$ cat config.mk
export PLATFORM = sky130hd
export DESIGN_NAME = bcd_counter_chain
export DESIGN_NICKNAME = d
export VERILOG_FILES = /design/src/rtl/bcd_pkg.sv /design/src/rtl/bcd_digit.sv /design/src/rtl/bcd_counter_chain.sv
export SDC_FILE = /design/constraint.sdc
export NUM_CORES = 1
export LEC_CHECK = 0
export CAP_MARGIN = 20
export CORE_MARGIN = 1
export CORE_UTILIZATION = 30
export CTS_BUF_LIST = sky130_fd_sc_hd__clkbuf_16
export CTS_CLUSTER_SIZE = 14
export DETAILED_ROUTE_END_ITERATION = 8
export HOLD_SLACK_MARGIN = 0.12
export RECOVER_POWER = 25
export SLEW_MARGIN = 20
export SYNTH_ARGS = -nofsm -noshare
export SYNTH_HDL_FRONTEND = slang
export SYNTH_SLANG_ARGS = --single-unit
$ cat constraint.sdc
create_clock -name clk -period 3.5 [get_ports clk]
set_clock_uncertainty 0.2 [all_clocks]
set_input_delay 0.35 -clock clk [delete_from_list [all_inputs] [get_ports clk]]
set_output_delay 0.35 -clock clk [all_outputs]
set_load 0.005 [all_outputs]
$ cat src/rtl/bcd_pkg.sv
// ============================================================================
// Package : bcd_pkg
// Brief   : Shared types, constants and helpers for the BCD counter chain.
// Rev     : 1.0 - initial release
// ============================================================================
`default_nettype none

package bcd_pkg;

  localparam logic [3:0] BCD_MAX = 4'd9;
  localparam logic [3:0] BCD_MIN = 4'd0;

  typedef logic [3:0] bcd_digit_t;

  // Any nibble that is not a legal decimal digit collapses to zero.
  function automatic bcd_digit_t bcd_sanitize(input bcd_digit_t nib);
    return (nib > BCD_MAX) ? BCD_MIN : nib;
  endfunction

endpackage : bcd_pkg

`default_nettype wire

$ cat src/rtl/bcd_digit.sv
// ============================================================================
// Module  : bcd_digit
// Brief   : One decade cell. Holds a single BCD digit, steps up or down on
//           request and flags when it sits at its terminal value (9 counting
//           up, 0 counting down) so the next cell can be enabled.
// Rev     : 1.0 - initial release
// ============================================================================
`default_nettype none

module bcd_digit
  import bcd_pkg::*;
(
  input  logic       clk,
  input  logic       rst_n,
  input  logic       clr,
  input  logic       load,
  input  bcd_digit_t load_d,
  input  logic       step,
  input  logic       dir,
  output bcd_digit_t d,
  output logic       at_term
);

  bcd_digit_t r_d;

  // Digit register: clear beats load beats step; wraps 9->0 up and 0->9 down.
  always_ff @(posedge clk or negedge rst_n) begin
    if (!rst_n) begin
      r_d <= BCD_MIN;
    end else if (clr) begin
      r_d <= BCD_MIN;
    end else if (load) begin
      r_d <= bcd_sanitize(load_d);
    end else if (step) begin
      if (dir) begin
        r_d <= (r_d == BCD_MIN) ? BCD_MAX : (r_d - 4'd1);
      end else begin
        r_d <= (r_d == BCD_MAX) ? BCD_MIN : (r_d + 4'd1);
      end
    end
  end

  assign d       = r_d;
  assign at_term = dir ? (r_d == BCD_MIN) : (r_d == BCD_MAX);

endmodule : bcd_digit

`default_nettype wire

$ cat src/rtl/bcd_counter_chain.sv
// ============================================================================
// Module  : bcd_counter_chain
// Brief   : Cascaded decade counter with a clock prescaler, synchronous clear,
//           parallel load, a per-step tick and a full-wrap carry/borrow pulse.
//           Define BCD_DOWN_COUNT_EN to add the dir port (1 = count down).
// Rev     : 1.0 - initial release
// ============================================================================
`default_nettype none

module bcd_counter_chain
  import bcd_pkg::*;
#(
  parameter int DIGITS   = 8,
  parameter int PRESCALE = 50_000_000
) (
  input  logic                clk,
  input  logic                rst_n,
  input  logic                en,
  input  logic                clr,
  input  logic                load,
  input  logic [4*DIGITS-1:0] load_val,
`ifdef BCD_DOWN_COUNT_EN
  input  logic                dir,
`endif
  output logic [4*DIGITS-1:0] q,
  output logic                tick,
  output logic                co
);

  // A one-cycle prescale still needs a 1-bit register to keep widths legal.
  localparam int c_pre_w = (PRESCALE > 1) ? $clog2(PRESCALE) : 1;
  localparam logic [c_pre_w-1:0] c_pre_last = c_pre_w'(PRESCALE - 1);

  logic [c_pre_w-1:0] r_pre;
  logic               r_tick;
  logic               r_co;
  logic               w_tc;
  logic               w_dir;
  logic [DIGITS:0]    w_carry;
  logic [DIGITS-1:0]  w_at_term;

`ifdef BCD_DOWN_COUNT_EN
  assign w_dir = dir;
`else
  assign w_dir = 1'b0;
`endif

  assign w_tc = en && (r_pre == c_pre_last);

  // Prescaler: free-runs while enabled, frozen otherwise, zeroed by clear.
  always_ff @(posedge clk or negedge rst_n) begin
    if (!rst_n) begin
      r_pre <= '0;
    end else if (clr) begin
      r_pre <= '0;
    end else if (en) begin
      r_pre <= w_tc ? '0 : (r_pre + c_pre_w'(1));
    end
  end

  // Ripple enable: a digit steps only when every lower digit is terminal.
  assign w_carry[0] = w_tc;

  for (genvar gi = 0; gi < DIGITS; gi++) begin : g_digit
    bcd_digit u_digit (
      .clk     (clk),
      .rst_n   (rst_n),
      .clr     (clr),
      .load    (load),
      .load_d  (load_val[4*gi +: 4]),
      .step    (w_carry[gi]),
      .dir     (w_dir),
      .d       (q[4*gi +: 4]),
      .at_term (w_at_term[gi])
    );
    assign w_carry[gi+1] = w_carry[gi] & w_at_term[gi];
  end

  // Status pulses: tick marks every step slot, co marks a full wrap of q.
  always_ff @(posedge clk or negedge rst_n) begin
    if (!rst_n) begin
      r_tick <= 1'b0;
      r_co   <= 1'b0;
    end else if (clr) begin
      r_tick <= 1'b0;
      r_co   <= 1'b0;
    end else begin
      r_tick <= w_tc;
      r_co   <= load ? 1'b0 : w_carry[DIGITS];
    end
  end

  assign tick = r_tick;
  assign co   = r_co;

endmodule : bcd_counter_chain

`default_nettype wire

==> metrics <==
initial antenna violation count 0; Met3 Routed Length about 430 µm; vias per cell approximately 5.1; drt total wl approximately 10000 µm; syn nets between 400 and 500; Reg2Reg Capture Point g_digit[2].u_digit.d[0]; CTS tree built; R2R cell count 6; Slew @ Worst Pin 1.083 ns; sequential share of the synthesized area around two fifths; Setup WS pre-CTS ~0.74 ns; synthesized netlist cell count 444; type of origin of the critical path flip-flop; root buf cell clkbuf_16; dominant cells by area after synthesis dfrtp_1 38%, nor2_1 5.6%, ha_1 5.4%; CTS sink cnt 60; slew margin rel. roughly 28%; CP max stage cell or4_1; area of the multi-input gates between 0.002 and 0.0025 mm²; clock-pin slew on the worst setup and hold paths ~0.05 ns; Critical Path Start r_pre[0]; Hold EP r_pre[15]; most area-hungry cell type in the Yosys netlist dfrtp_1; post-route setup TNS 0 ns; Worst setup EP type flip-flop; Top Metal Used met4; Async S/R FF share, synth 100.0%; hold_sp r_pre[15]; Core ar. 0.01267 mm²; Die Outline Area between 0.01 and 0.015 mm²; worst-skew pair later-pin latency around 0.32 ns; Commonest cells post-synth 60 x dfrtp_1, 58 x nor2_1, 36 x nand2_1; H-Tree Depth 3; Static Leak around 0.0021 µW; Die Ht around 120 µm; DR iter-0 viols 189; MaxCap Viol Count 0; largest stage delay on the critical path ~0.6 ns; warnings from Yosys 0; CP required 3.53 ns; flop2flop setup slack approximately 0.7 ns; Filler cells 1258; Critical R2R Launch r_pre[0]; fin crit share between 80% and 90%; final setup vio count 0; Mapped Avg Cell Area 8.803 µm²; top-count cell post-synth dfrtp_1; first-pass iteration count of the detailed router 4; final hold violations 0; cell family with most CP delay simple AND/OR/NAND/NOR gates; number of remaining DRC errors 0; Avg WL per Cell 15.05 µm; GPL Wtd Cong 0.8353; post-CTS setup buffer count 0; Met1 Routed Length between 4000 and 5000 µm; unrepaired setup endpoints after global routing no; ys flop type dfrtp_1; Ports between 70 and 80; Unique masters post-synth 55; Max Fclk around 360 MHz; CTS Buffer Depth 2; number of synthesized flops with an enable pin 0; hold bufs inserted after CTS 1; GRT Util Overall between 10% and 20%; Crit Path Max Fanout 6; Nets about 570; area grow syn2layout 31.50%; largest net degree at the start of global routing 43; Mapped Area 0.003909 mm²; GR Overflow Total 0; num rows 41; register area roughly 0.0015 mm²; post_cts resized 0; layout cells sized above 1 7.634%; post-DP HPWL 7682 µm; Min-Delay Path Class reg -> reg; Tmin final around 2.8 ns; Starting Density between 30% and 40%; FF+latch count, synth 60; met2 wire length approximately 5000 µm; post-synth top area share a little under 40%; post-route setup slack ~0.70 ns; vias 3574; most used cell along the critical path or4_1; CP bufs+invs 0; Hold WS roughly 0.35 ns; status finished, final reports clean; CP arrival 2.83 ns; Die X 116.1 µm; clock buffer count from CTS 9; Cell Chain, Critical Path ha_1 > nand4_1 > or4_1 > or2_1 > or4_1 > a311oi_1; Routed Antenna Nets 0; maximum VDD drop a little under 0.2 mV; vias in the first global route approximately 3.5k; global-route wire length before repair approximately 17000 µm; Final Slew Violations 0; IO buf count 70; Antenna diodes 0; critical path class reg -> reg; Hold Crit Depth 2; pwr dens 362.8 mW/mm²
state kept, by name (all words and copies together), names as in the netlist:
signal and cells:
r_pre 26, co 1, g_digit.u_digit.d 32, tick 1
stage by stage:
step	power, µW	std cells	util, %	instance area, µm²
floorplan	862.3	444	-	3909
global placement	1001	679	38.18	4837
detailed placement	1005	679	38.18	4837
CTS	1880	696	40.56	5140
global route	1947	696	40.56	5140
finish	1865	696	40.56	5140
power by group:
part	switching, µW	leakage [µW]	total [µW]	internal [µW]
Sequential	36.2	0.000820	752	716
Combinational	113	0.00116	242	130
Clock	324	0.000139	870	546
per-layer routing:
| metal | global-route usage (%) | vias to the layer above |
|---|---|---|
| met5 | 0 | - |
| met1 | 21.90 | 1722 |
| met4 | 5.641 | 0 |
| li1 | - | 1754 |
| met2 | 26.63 | 85 |
| met3 | 3.840 | 13 |
placed cells by master (no fill, tap or decap), types with 13 or more instances in the layout:
master	instances
a21oi_1	22
clkdlybuf4s50_1	69
dfrtp_1	60
ha_1	17
inv_1	18
nand2_1	36
nand3_1	22
nand4_1	13
nor2_1	58
o21ai_0	22
xor2_1	18
logic make-up after synthesis:
logic type,count (synthesis),share of synthesized area (%)
DFF,60,38.41
xor gates and xnor gates,28,6.274
and+or+nand+nor,200,27.37
muxes,19,5.090
AOI/OAI and AO/OA,83,13.83
buffers and inverters,37,3.585
adders and majority gates,17,5.442
worst max-delay path by stage:
stage,slack (ns),depth (start not counted),endpoint
finish,0.70,6,g_digit[2].u_digit.d[0]
global route,0.56,7,g_digit[7].u_digit.d[2]
detailed placement,0.74,6,g_digit[2].u_digit.d[0]
floorplan,0.88,7,g_digit[2].u_digit.d[0]
global placement,0.79,7,g_digit[7].u_digit.d[2]
CTS,0.72,6,g_digit[2].u_digit.d[0]
final cells by class:
class	instances	area share, %
clock buffers	9	4.382
multi-input cells	347	44.11
inverters	18	1.315
clock inverters	7	1.315
flip-flops and latches	60	29.21
well taps	172	4.187
repair buffers	83	15.48
worst reg2reg max path, cell delays in order, from the launching register on:
cell and delay [ns]:
dfrtp_1 0.41, ha_1 0.21, nand4_1 0.17, or4_1 0.60, or2_1 0.34, or4_1 0.52, a311oi_1 0.27
No activity file was read; power rests on OpenSTA's default activity.
